### src/rtl/nonce_result_scanner_pkg.sv
`timescale 1ns/1ps
// Shared types and constants for the nonce result scanner: bus widths, read latency,
// FSM state codes and the layout of the summary word written after the hash block.
package nonce_result_scanner_pkg;

  localparam int ADDR_W     = 16;
  localparam int DATA_W     = 32;
  localparam int MEM_RD_LAT = 2;

  localparam int FOUND_BIT  = 31;
  localparam int IDX_LSB    = 0;

  typedef logic [2:0] scanner_state_t;

  localparam scanner_state_t IDLE  = 3'd0;
  localparam scanner_state_t ISSUE = 3'd1;
  localparam scanner_state_t DRAIN = 3'd2;
  localparam scanner_state_t WRITE = 3'd3;
  localparam scanner_state_t DONE  = 3'd4;

  // idx must already be zero-extended and narrow enough to stay clear of FOUND_BIT.
  function automatic logic [DATA_W-1:0] pack_summary(input logic              found,
                                                     input logic [DATA_W-1:0] idx);
    logic [DATA_W-1:0] word;
    word            = idx << IDX_LSB;
    word[FOUND_BIT] = found;
    return word;
  endfunction

endpackage

### src/rtl/nonce_result_scanner_if.sv
`timescale 1ns/1ps
// Word-memory port shared by the scanner (master) and the synchronous RAM (slave).
import nonce_result_scanner_pkg::*;

interface nonce_result_scanner_if;

  logic              mem_clk;
  logic              mem_we;
  logic [ADDR_W-1:0] mem_addr;
  logic [DATA_W-1:0] mem_write_data;
  logic [DATA_W-1:0] mem_read_data;

  modport master (
    output mem_clk,
    output mem_we,
    output mem_addr,
    output mem_write_data,
    input  mem_read_data
  );

  modport slave (
    input  mem_clk,
    input  mem_we,
    input  mem_addr,
    input  mem_write_data,
    output mem_read_data
  );

endinterface

### src/rtl/nonce_result_scanner.sv
`timescale 1ns/1ps
// Streams NUM_NONCES hash words out of shared memory, tracks the smallest one and its
// index, and writes a {found, index} summary word just past the hash block.
import nonce_result_scanner_pkg::*;

module nonce_result_scanner #(
  parameter int NUM_NONCES = 16,
  parameter int IDX_W      = 8
) (
  input  logic                   clk,
  input  logic                   reset_n,
  input  logic                   start,
  input  logic [ADDR_W-1:0]      result_addr,
  input  logic [DATA_W-1:0]      target,
  output logic                   done,
  output logic                   found,
  output logic [IDX_W-1:0]       best_idx,
  output logic [DATA_W-1:0]      best_value,
  nonce_result_scanner_if.master mem
);

  localparam int CNT_W = $clog2(NUM_NONCES + 3);

  scanner_state_t          state_q, state_d;
  logic [CNT_W-1:0]        iss_cnt_q, iss_cnt_d;
  logic [CNT_W-1:0]        ret_cnt_q, ret_cnt_d;
  logic [MEM_RD_LAT-1:0]   rd_pipe_q, rd_pipe_d;
  logic [ADDR_W-1:0]       base_q, base_d;
  logic [DATA_W-1:0]       target_q, target_d;
  logic [DATA_W-1:0]       best_value_q, best_value_d;
  logic [IDX_W-1:0]        best_idx_q, best_idx_d;
  logic                    found_q, found_d;
  logic                    done_q, done_d;
  logic                    mem_we_q, mem_we_d;
  logic [ADDR_W-1:0]       mem_addr_q, mem_addr_d;
  logic [DATA_W-1:0]       mem_wdata_q, mem_wdata_d;
  logic                    issue;
  logic                    hit_now;

  // rd_pipe tracks which cycles carry a read, so the tail bit marks a returning word.
  always_comb begin
    state_d      = state_q;
    iss_cnt_d    = iss_cnt_q;
    ret_cnt_d    = ret_cnt_q;
    base_d       = base_q;
    target_d     = target_q;
    best_value_d = best_value_q;
    best_idx_d   = best_idx_q;
    found_d      = found_q;
    done_d       = done_q;
    mem_we_d     = 1'b0;
    mem_addr_d   = mem_addr_q;
    mem_wdata_d  = mem_wdata_q;
    issue        = 1'b0;
    hit_now      = (best_value_q < target_q);

    if (rd_pipe_q[MEM_RD_LAT-1]) begin
      if (mem.mem_read_data < best_value_q) begin
        best_value_d = mem.mem_read_data;
        best_idx_d   = IDX_W'(ret_cnt_q);
      end
      ret_cnt_d = ret_cnt_q + 1'b1;
    end

    case (state_q)
      IDLE, DONE: begin
        if (start) begin
          state_d      = ISSUE;
          base_d       = result_addr;
          target_d     = target;
          done_d       = 1'b0;
          found_d      = 1'b0;
          best_value_d = '1;
          best_idx_d   = '0;
          iss_cnt_d    = CNT_W'(1);
          ret_cnt_d    = '0;
          mem_addr_d   = result_addr;
          issue        = 1'b1;
        end
      end

      ISSUE: begin
        if (iss_cnt_q < CNT_W'(NUM_NONCES)) begin
          mem_addr_d = base_q + ADDR_W'(iss_cnt_q);
          iss_cnt_d  = iss_cnt_q + 1'b1;
          issue      = 1'b1;
        end
        if (iss_cnt_q >= CNT_W'(NUM_NONCES - 1)) begin
          state_d = DRAIN;
        end
      end

      // Only leave once every in-flight word has been compared, so best_* is final here.
      DRAIN: begin
        if (ret_cnt_q == CNT_W'(NUM_NONCES)) begin
          state_d     = WRITE;
          found_d     = hit_now;
          mem_we_d    = 1'b1;
          mem_addr_d  = base_q + ADDR_W'(NUM_NONCES);
          mem_wdata_d = pack_summary(hit_now, DATA_W'(best_idx_q));
        end
      end

      WRITE: begin
        state_d = DONE;
        done_d  = 1'b1;
      end

      default: begin
        state_d = IDLE;
      end
    endcase

    rd_pipe_d = {rd_pipe_q[MEM_RD_LAT-2:0], issue};
  end

  always_ff @(posedge clk or negedge reset_n) begin
    if (!reset_n) begin
      state_q      <= IDLE;
      iss_cnt_q    <= '0;
      ret_cnt_q    <= '0;
      rd_pipe_q    <= '0;
      base_q       <= '0;
      target_q     <= '0;
      best_value_q <= '1;
      best_idx_q   <= '0;
      found_q      <= 1'b0;
      done_q       <= 1'b0;
      mem_we_q     <= 1'b0;
      mem_addr_q   <= '0;
      mem_wdata_q  <= '0;
    end else begin
      state_q      <= state_d;
      iss_cnt_q    <= iss_cnt_d;
      ret_cnt_q    <= ret_cnt_d;
      rd_pipe_q    <= rd_pipe_d;
      base_q       <= base_d;
      target_q     <= target_d;
      best_value_q <= best_value_d;
      best_idx_q   <= best_idx_d;
      found_q      <= found_d;
      done_q       <= done_d;
      mem_we_q     <= mem_we_d;
      mem_addr_q   <= mem_addr_d;
      mem_wdata_q  <= mem_wdata_d;
    end
  end

  assign done               = done_q;
  assign found              = found_q;
  assign best_idx           = best_idx_q;
  assign best_value         = best_value_q;

  assign mem.mem_clk        = clk;
  assign mem.mem_we         = mem_we_q;
  assign mem.mem_addr       = mem_addr_q;
  assign mem.mem_write_data = mem_wdata_q;

endmodule
### src/flat_wrapper.sv
// flat-port wrapper written by rule: the top's interface ports become plain ports
module nonce_result_scanner_flat 
#(
  parameter int NUM_NONCES = 16,
  parameter int IDX_W      = 8
)
  (clk, reset_n, start, result_addr, target, done, found, best_idx, best_value, mem_mem_clk, mem_mem_we, mem_mem_addr, mem_mem_write_data, mem_mem_read_data);
  nonce_result_scanner_if mem_i ();
  input  logic clk;
  input  logic reset_n;
  input  logic start;
  input  logic [ADDR_W-1:0] result_addr;
  input  logic [DATA_W-1:0] target;
  output logic done;
  output logic found;
  output logic [IDX_W-1:0] best_idx;
  output logic [DATA_W-1:0] best_value;
  output wire logic [$bits(mem_i.mem_clk)-1:0] mem_mem_clk;
  output wire logic [$bits(mem_i.mem_we)-1:0] mem_mem_we;
  output wire logic [$bits(mem_i.mem_addr)-1:0] mem_mem_addr;
  output wire logic [$bits(mem_i.mem_write_data)-1:0] mem_mem_write_data;
  input wire logic [$bits(mem_i.mem_read_data)-1:0] mem_mem_read_data;
  assign mem_mem_clk = mem_i.mem_clk;
  assign mem_mem_we = mem_i.mem_we;
  assign mem_mem_addr = mem_i.mem_addr;
  assign mem_mem_write_data = mem_i.mem_write_data;
  assign mem_i.mem_read_data = mem_mem_read_data;
  nonce_result_scanner #(.NUM_NONCES(NUM_NONCES), .IDX_W(IDX_W)) u_core (.clk(clk), .reset_n(reset_n), .start(start), .result_addr(result_addr), .target(target), .done(done), .found(found), .best_idx(best_idx), .best_value(best_value), .mem(mem_i));
endmodule
### config.mk
export PLATFORM = sky130hd
export DESIGN_NAME = nonce_result_scanner_flat
export DESIGN_NICKNAME = d
export VERILOG_FILES = /design/src/rtl/nonce_result_scanner_pkg.sv /design/src/rtl/nonce_result_scanner_if.sv /design/src/rtl/nonce_result_scanner.sv /design/src/flat_wrapper.sv
export SDC_FILE = /design/constraint.sdc
export NUM_CORES = 1
export LEC_CHECK = 0
export ABC_AREA = 1
export BUFFER_PORTS_ARGS = -buffer_cell sky130_fd_sc_hd__buf_4
export CORE_MARGIN = 2
export CORE_UTILIZATION = 59
export DETAILED_ROUTE_END_ITERATION = 7
export PLACE_DENSITY_LB_ADDON = 0.15
export SYNTH_ARGS = -nofsm -noshare
export SYNTH_HDL_FRONTEND = slang
export SYNTH_SLANG_ARGS = --single-unit
### constraint.sdc
create_clock -name clk -period 3.8 [get_ports clk]
set_clock_uncertainty 0.2 [all_clocks]
set_input_delay 0.57 -clock clk [delete_from_list [all_inputs] [get_ports clk]]
set_output_delay 0.57 -clock clk [all_outputs]
set_load 0.01 [all_outputs]
Yosys cells after proc, flatten, opt, wreduce, memory -nomap -nowiden:

Index checks and enable logic that the tools add are counted.

* word-level logic and storage cells: 74
* output and inout bits: 92
* bits in registers: 131
* bits of input ports: 83

* reductions and logical operators: 13
* add/subtract/negate cells: 4
* equality and inequality tests: 9
* mux-type cells: 31
* magnitude comparators: 4

Operators with widths (count)
* 32-bit two-way mux: 4
* 32-bit < comparator: 2
* 16-bit two-way mux: 3
* 16-bit case mux with 3 select lines: 1
* 8-bit two-way mux: 4
* 5-bit two-way mux: 5
* 16-bit by 5-bit adder with 16-bit output: 1
* 16-bit by 5-bit adder with 16-bit output (second input constant): 1
* 3-bit case mux with 4 select lines: 1
* 5-bit by 1-bit adder with 5-bit output (second input constant): 2
* 5-bit case mux with 2 select lines: 1
* 3-bit two-way mux: 3
* 3-bit AND reduction: 3
* 3-bit by 2-bit equality test with 1-bit output (second input constant): 2
* 1-bit two-way mux: 6
* 2-bit by 1-bit inequality test with 1-bit output (second input constant): 3
* 1-bit case mux with 2 select lines: 3
* 2-bit AND reduction: 3
* 2-bit nonzero test: 3
* 5-bit equality test (second input constant): 1
* 5-bit by 4-bit >= comparator with 1-bit output (second input constant): 1
* 5-bit < comparator (second input constant): 1
* 4-bit AND reduction: 1
* 3-bit by 1-bit equality test with 1-bit output (second input constant): 1
* 5 further kinds: 5

Depth between registers and ports, before layout:

Gate-level depths: netlist (run 1).

* depth in word-level cells: 5
* gate-level depth with buffers: 15
* mapped depth without buffers: 14

==> results of run 1 <==
[stage by stage]
step	worst slack [ns]	hold WS, ns	util [%]
after global routing	0.748	0.0346	74.9
final	0.753	-0.0538	74.9
after floorplan	1.01	0.0744	-
after detailed placement	1.01	0.136	70.1
after CTS	0.750	0.00203	74.9
after global placement	1.01	0.134	70.1
[path summary, 6_finish.rpt]
check | from | to | depth (start not counted)
max in group asynchronous | reset_n | u_core.best_value[7] | 2
worst min-delay path | reset_n | u_core.target_q[24] | 1
min in group clk | target[30] | u_core.target_q[30] | 3
worst max-delay path | clk | mem_mem_clk | 3
worst max register to register | u_core.best_value[5] | u_core.best_value[10] | 12
worst min register to register | u_core.rd_pipe_q[0] | u_core.rd_pipe_q[1] | 0
[routing by layer]
metal,part of all wire (%),global-route usage (%),wire length (µm)
met1,45,39.4,8700
met2,47,44.7,9090
met3,6.4,6.32,1240
met4,1.7,9.75,336
met5,0,0,0
[registers in the layout, summed over array words and instances, names as in the netlist]
name	cells
u_core.mem.mem_write_data	9
u_core.ret_cnt_q	5
u_core.target_q	32
u_core.mem.mem_addr	16
u_core.iss_cnt_q	5
u_core.base_q	16
u_core.best_value	32
u_core.rd_pipe_q	2
u_core.best_idx	8
u_core.state_q	3
u_core.done	1
u_core.found	1
u_core.mem.mem_we	1
[power by group]
part	switching [µW]	total [µW]	leakage, µW	internal [µW]
logic	2380	3960	0.00314	1580
clock network	609	1680	0.000310	1070
registers	484	2630	0.00157	2150
total	3470	8280	0.00503	4800
[worst reg2reg max path, delay by kind of cell, from the launching register on]
kind | cells | cell delay, ns
compound gates | 1 | 0.16
buf+inv | 1 | 0.05
flops | 1 | 0.56
simple gates | 9 | 1.32
fa+ha+maj | 1 | 0.28
[placed cells by master, fill, tap and decap left out, drive strengths merged, types with 2 or more instances in the layout]
master,n
nand3b,5
o22ai,3
conb,23
nand4,9
dfrtp,99
a211oi,5
xor2,2
o21a,3
ha,72
clkinv,8
nor4,2
o21ai,73
a31oi,3
nor3,10
dfstp,32
o211ai,3
buf,159
nand2,238
nor2,70
a21oi,69
clkbuf,28
nand3,93
inv,117
[cell type report]
cell class	instances	area share [%]
sequential	131	34.8
tap	172	2.26
inverter	119	4.69
timing repair buffer	158	12.5
clock inverter	7	0.630
multi-input combinational	690	39.3
clock buffer	29	5.86
[logic make-up (layout without fill, tap and decap cells)]
family | after synthesis | after routing | share of synthesized area, %
XOR/XNOR | 2 | 2 | 0.226
buffers and inverters | 177 | 313 | 10.3
AO/OA/AOI/OAI | 163 | 163 | 11.3
adder cells (fa/ha/maj) | 73 | 73 | 11.9
flip-flops | 131 | 131 | 42.7
AND/OR/NAND/NOR | 429 | 429 | 23.5
other | 1 | 23 | 0.0483
==> qor.csv, run 1 <==
metric,value,unit
synthMostInstantiatedCell,nand2_1,
first_global_vias,6721,
antenna-diode-count,0,
start_kind,clock port,
timing.hold.worst.class,in2async,
antenna_left,0,
globalRouteOverflowTotal,0,
post-cts-setup-buffers,0,
area.sequential,0.00332,mm²
starting_density_of_the_core,61.0,%
nets,1277,
antenna_found_initial,0,
die_area,0.0141,mm²
tritoncts,done,
synth-edff-count,0,
synthesis.area_per_instance,7.96,µm²
yosys_warnings,0,
path_class,clk2out,
number_of_filler_instances_in_the_final_layout,1002,
place.detailed.hpwl,13.4,mm
netlist_top_cells_count,"nand2_1, inv_1, dfrtp_1, nand3_1",
port_buffers,151,
instances_no_fill,1306,
async_reset_ff_share,100,%
vdd_ir_drop_max,528,µV
clkSlewWorstSetupHoldPaths,0.05,ns
drive_above_1_share,20.5,%
outcome,"complete, but fails checks",
cellLeakagePower,0.00503,µW
dp.cells,1271,
worst_path_most_repeated_cell,clkbuf_16,
clk_latency,0.53,ns
drt_pre_antenna_iters,5,
wp_data_required,3.03,ns
grt_setup_unrepaired,false,
cp.arrival,2.28,ns
report.final.slew_viol_count,0,
final_setup_violation_count,0,
via_per_inst,5.38,
critPathBufInv,3,
area_growth,22.7,%
post_synth_main_area_contributors,"dfrtp_1, ha_1, nand2_1",
final_std_cell_area_no_fill,0.00953,mm²
yosys.area.top_type_share,31.9,%
critical_path_peak_fanout,2,
top_level_ports,175,
grt_start_max_net_pins,104,
slowest_delay,0.13,ns
max_slew_margin,36.7,%
yosysTopAreaCell,dfrtp_1,
synth.ff_latch_count,131,
drt_drc_violations_left,0,
std_cell_rows,41,
detailed_place.area,0.00892,mm²
yosysUniqueCellTypes,42,
totalNegativeSetupSlack,0,ns
crit_path_end_kind,output port,
power_density,869,mW/mm²
drt_first_iter_violations,600,
routed-via-count,7023,
post_cts_resized,0,
worst_hold_slack,-0.0538,ns
synthesis.area,0.00777,mm²
ys_seq_area_share,42.7,%
crit_family,buffers and inverters,
final_hold_fails,16,
ctsHoldBuffers,0,
timing.reg2reg.setup_slack,1.11,ns
die_h,119,µm
postRouteWirelength,19.4,mm
finalPower,8280,µW
gp_congestion,0.932,
routed_wire_length_per_instance,14.8,µm
cap_viol_max_count,0,
post_synthesis_cells,976,
yosys_most_used_dff,dfrtp_1,
die_width,119,µm
core,0.0127,mm²
violations,hold timing,
global_route.usage.total,28.6,%
crit_path_cell_trace,clkbuf_16 -> clkbuf_16 -> buf_4,
grt_first_pass_wirelength,32.4,mm
multi_input_area,0.00374,mm²
worst_slew_pin_slew,0.950,ns
cpMaxStageDelayCell,clkbuf_16,
Power figures use the tool's default switching activity.
==> run 2, diff against run 1 <==
Settings changed: CORE_UTILIZATION 59 to 55.
Clock period 3.8 ns to 3.1 ns, I/O delays scaled along.
==> run 2 against run 1 <==
The run now ends clean. Clock power rose by 27%. Clock-buffer cell count is 3 higher. Sequential share of layout area shrank 2.7 points. Design area rose by 8.4%. First-iteration DRC count decreased by 12%. Routed wire length increased by 5.5%. Core utilization fell by 0.17 points. Hold slack improved by 0.069 ns. Via count is 4.2% higher. Critical path depth is 7 higher. Critical endpoint is now u_core.best_value[25]. Highest routed layer unchanged.
==> qor.csv, run 2 (synthesized netlist as in run 1, its figures left out) <==
metric,value,unit
outcome,"complete, no violations",
place.detailed.hpwl,13.4,mm
clkSlewWorstSetupHoldPaths,0.06,ns
cpMaxStageDelayCell,dfstp_2,
max_freq,366,MHz
report.final.slew_viol_count,0,
launch_instance_of_the_worst_register_to_register_path,u_core.best_value[27],
grt_start_max_net_pins,68,
totalNegativeSetupSlack,0,ns
antenna-diode-count,0,
path_class,reg2reg,
wp_data_required,3.36,ns
std_cell_rows,43,
globalRouteOverflowTotal,0,
layout.cells.most_common,nand2_1,
final_hold_fails,0,
gp_congestion,0.926,
crit_family,simple AND/OR/NAND/NOR gates,
post-cts-setup-buffers,0,
port_buffers,151,
power_density,994,mW/mm²
hold_depth,3,
crit_path_end_kind,flop,
timing.reg2reg.setup_slack,0.37,ns
final_setup_violation_count,0,
routed_wire_length_per_instance,14.7,µm
worst_path_most_repeated_cell,nand2_1,
max_slew_margin,49.4,%
slowest_delay,0.57,ns
via_per_inst,5.26,
holdCritStartpoint,mem_mem_read_data[14],
post-route-period-util,88.1,%
nets,1354,
vdd_ir_drop_max,573,µV
postRouteWirelength,20.4,mm
timing.hold.worst.class,in2reg,
drive_above_1_share,19.4,%
global_route.usage.total,28.5,%
finalPower,10300,µW
antenna_left,0,
grt_setup_unrepaired,false,
cellLeakagePower,0.00536,µW
critical_path_peak_fanout,35,
critPathBufInv,1,
first_global_vias,7155,
drt_pre_antenna_iters,6,
layout_common_cells,"nand2_1, buf_4, inv_1",
tritoncts,done,
holdPathEnd,u_core.best_value[14],
drt_drc_violations_left,0,
die_h,123,µm
worstRegToRegCells,10,
die_width,123,µm
top_level_ports,175,
starting_density_of_the_core,56.2,%
drt_first_iter_violations,530,
crit_path_cell_trace,inv_1 -> ha_1 -> nand2_1 -> nor2_1 -> nand2_1 -> a21oi_1 -> nor2_4 -> nand2_2 -> nand2_1 -> nand3_1,
finalCriticalPeriod,2.73,ns
worst_slew_pin_slew,0.757,ns
clk_latency,0.53,ns
antenna_found_initial,0,
area_growth,33.0,%
start_kind,flop,
die_area,0.0151,mm²
crit-reg2reg-capture,u_core.best_value[25],
core,0.0138,mm²
cap_viol_max_count,0,
cp.arrival,2.99,ns
routed-via-count,7316,
grt_first_pass_wirelength,33.3,mm
run 2: cell count changes in the layout (fill, tap and decap cells not counted):
cell,previous run,this run
dlygate4sd3_1,0,74
clkinv_2,6,2
buf_4,158,160
clkbuf_8,2,4
buf_12,0,1
clkbuf_1,6,7
clkinvlp_4,0,1
run 2: worst reg2reg max path, cell delays in order (launching register included):
cell     delay, ns
dfstp_2       0.57
inv_1         0.06
ha_1          0.30
nand2_1       0.08
nor2_1        0.19
nand2_1       0.15
a21oi_1       0.25
nor2_4        0.05
nand2_2       0.56
nand2_1       0.14
nand3_1       0.11
run 2: area by class of cell:
class	count	area, µm²
clock buffers	32	589
clock inverters	4	47.5
fillers	1059	3490
inverters	119	447
multi-input cells	690	3740
flip-flops and latches	131	3320
well taps	180	225
repair buffers	235	1970
run 2: per-stage QoR:
| step | worst slack [ns] | std cells | util [%] | hold slack (ns) | cell area [µm²] |
|---|---|---|---|---|---|
| finish | 0.369 | 1391 | 74.7 | 0.0157 | 10300 |
| floorplan | 0.766 | 998 | - | -0.0306 | 7850 |
| detailed placement | 0.529 | 1282 | 64.8 | 0.144 | 8960 |
| global route | 0.232 | 1391 | 74.7 | 0.0109 | 10300 |
| CTS | 0.426 | 1391 | 74.7 | 0.00343 | 10300 |
| global placement | 0.557 | 1282 | 64.8 | 0.136 | 8960 |
run 2: how the worst max path moves through the flow:
stage	startpoint	to	slack, ns	cells after the start
floorplan	clk	mem_mem_clk	0.77	1
global placement	mem_mem_read_data[27]	u_core.best_idx[7]	0.56	10
detailed placement	u_core.best_value[27]	u_core.best_idx[6]	0.53	10
CTS	u_core.best_value[27]	u_core.best_value[25]	0.43	10
global route	u_core.best_value[31]	u_core.best_idx[7]	0.23	10
finish	u_core.best_value[27]	u_core.best_value[25]	0.37	10
run 2: power breakdown:
part	switching, µW	internal (µW)	total, µW
logic	2910	2020	4930
registers	583	2630	3220
clock network	764	1370	2130
total	4260	6020	10300
run 2: routing by layer:
metal	global-route usage (%)	up-vias	share of wire, %
li1	-	3597	-
met3	5.20	51	5.7
met4	13.2	0	2.7
met5	0	-	0
met2	46.3	248	48
met1	37.1	3420	44
run 2: timing repair:
| action | CTS | global route |
|---|---|---|
| endpoints found under the hold margin | 114 | 0 |
| hold buffers | 74 | 0 |
| gates resized for setup | 0 | 0 |
==> run 3, diff against run 2 <==
Settings changed: ABC_AREA 1 to not set.
==> run 3 against run 2 <==
Global-route usage shrank 2.1 points. Worst setup slack lost 0.21 ns. Via count shrank 6.5%. Sequential power grew 2%. Critical path depth shrank 1. Core utilization shrank 0.71 points. Highest routed layer unchanged.
==> qor.csv, run 3 <==
metric,value,unit
outcome,"complete, no violations",
globalRouteOverflowTotal,0,
place.detailed.hpwl,13.7,mm
via_per_inst,5.35,
drt_pre_antenna_iters,5,
synthMostInstantiatedCell,nand2_1,
ys_seq_area_share,42.0,%
vdd_ir_drop_max,558,µV
async_reset_ff_share,100,%
synthesis.area,0.00790,mm²
start_kind,flop,
core,0.0139,mm²
grt_setup_unrepaired,false,
power_density,988,mW/mm²
cellLeakagePower,0.00518,µW
netlist_top_cells_count,"nand2_1, dfrtp_1, nor2_1, inv_1, ha_1",
nets,1242,
yosysTopAreaCell,dfrtp_1,
grt_first_pass_wirelength,31.1,mm
postRouteWirelength,19.6,mm
synth-edff-count,0,
starting_density_of_the_core,56.7,%
max_slew_margin,13.6,%
worst_slew_pin_slew,1.29,ns
synthesis.area_per_instance,8.88,µm²
antenna-diode-count,0,
number_of_filler_instances_in_the_final_layout,1058,
layout.core_utilization,74.0,%
die_area,0.0153,mm²
crit_path_cell_trace,inv_1 -> ha_1 -> a21o_1 -> a211oi_1 -> o21ai_0 -> a2111o_1 -> a21boi_4 -> buf_12 -> mux2i_1,
port_buffers,151,
final_hold_fails,0,
post_synth_main_area_contributors,"dfrtp_1, ha_1, dfstp_2",
antenna_found_initial,0,
cap_viol_max_count,0,
post-route-period-util,95.0,%
global_route.usage.total,26.4,%
report.final.slew_viol_count,0,
drive_above_1_share,22.6,%
top_level_ports,175,
layout.cells.most_common,buf_4,
std_cell_rows,43,
clk_latency,0.53,ns
clkSlewWorstSetupHoldPaths,0.05,ns
yosysUniqueCellTypes,65,
path_class,reg2reg,
yosys_warnings,0,
worst_hold_slack,0.0215,ns
final_critical_path_setup_slack,0.156,ns
yosys.area.top_type_share,31.4,%
crit_path_end_kind,flop,
place_worst_setup_slack,0.0355,ns
timing.reg2reg.setup_slack,0.16,ns
final_setup_violation_count,0,
gp_congestion,0.832,
layout_common_cells,"buf_4, nand2_1, dfrtp_1",
cp.arrival,3.19,ns
wp_data_required,3.35,ns
finalCriticalPeriod,2.94,ns
first_global_vias,6454,
area_growth,30.6,%
drt_drc_violations_left,0,
grt_start_max_net_pins,91,
yosys_most_used_dff,dfrtp_1,
routed-via-count,6840,
synth.ff_latch_count,131,
critical_path_peak_fanout,26,
die_width,124,µm
antenna_left,0,
totalNegativeSetupSlack,0,ns
max_freq,340,MHz
timing.hold.worst.class,in2reg,
cpMaxStageDelayCell,dfstp_2,
die_h,124,µm
slowest_delay,0.55,ns
routed_wire_length_per_instance,15.4,µm
post_synthesis_cells,890,
tritoncts,done,
drt_first_iter_violations,559,
## run 3: cell count changes after synthesis, sizes merged, moves of 8 or more
cell    change
xor2        +9
clkbuf     +20
mux2i      +39
a21o       +15
a21oi      -29
nor3b       +8
nand3      -81
inv        -44
a22oi       +8
buf        -11
nor2       +28
o21ai      -23
nand2      -87
## run 3: worst paths after layout
kind                                           start              endpoint  depth (start not counted)
worst max-delay path            u_core.best_value[6]  u_core.best_value[3]                          9
worst min-delay path            mem_mem_read_data[6]  u_core.best_value[6]                          3
worst max register to register  u_core.best_value[6]  u_core.best_value[3]                          9
worst min register to register   u_core.rd_pipe_q[0]   u_core.rd_pipe_q[1]                          0
max in group asynchronous                    reset_n  u_core.best_value[0]                          3
min in group asynchronous                    reset_n    u_core.target_q[6]                          2
## run 3: repair_timing
item | in CTS | in global routing
hold endpoints to repair | 86 | 0
hold buffers | 48 | 0
setup buffers | 0 | 1
setup endpoints to repair | 0 | 37
gates resized for setup | 0 | 3
## run 3: logic make-up after synthesis
family	after synthesis	share of synthesized area [%]
adders and majority gates	73	11.7
DFF	131	42.0
other	1	0.0475
AOI/OAI and AO/OA	165	13.2
xor gates and xnor gates	18	2.00
and+or+nand+nor	322	17.7
buffers and inverters	141	8.43
muxes	39	4.94
## run 3: per-stage QoR
stage          area [µm²]  cells  total power [µW]
3_3_place_gp         9160   1195              7770
3_5_place_dp         9160   1195              7940
2_1_floorplan        7980    912              6370
4_1_cts             10300   1278             10200
5_1_grt             10300   1279             11000
6_report            10300   1279             10200
## run 3: where the power goes
| part | switching (µW) | leakage (µW) | internal (µW) |
|---|---|---|---|
| logic | 2570 | 0.00328 | 2200 |
| clock network | 766 | 0.000321 | 1390 |
| registers | 693 | 0.00158 | 2570 |
| total | 4020 | 0.00518 | 6160 |
## run 3: routing by layer
layer | vias to the layer above | track usage [%] | part of all wire [%]
met2 | 202 | 42.9 | 48
li1 | 3364 | - | -
met4 | 0 | 9.73 | 2.0
met1 | 3245 | 35.5 | 45
met3 | 29 | 4.67 | 5.5
met5 | - | 0 | 0
## run 3: cell type report
class	instances	area [µm²]	share of cell area [%]
Clock buffer	29	588	5.70
Multi-Input combinational cell	640	4020	39.0
Timing Repair Buffer	218	1810	17.6
Inverter	74	278	2.69
Sequential cell	131	3320	32.2
Clock inverter	7	72.6	0.704
Tap cell	180	225	2.18
## run 3: critical path: cells and delay by family, from the launching register on
family                   cells  cell delay, ns
multiplexers                 1            0.23
buffers and inverters        2            0.29
adder cells (fa/ha/maj)      1            0.29
flip-flops                   1            0.55
AO/OA/AOI/OAI                5            1.29
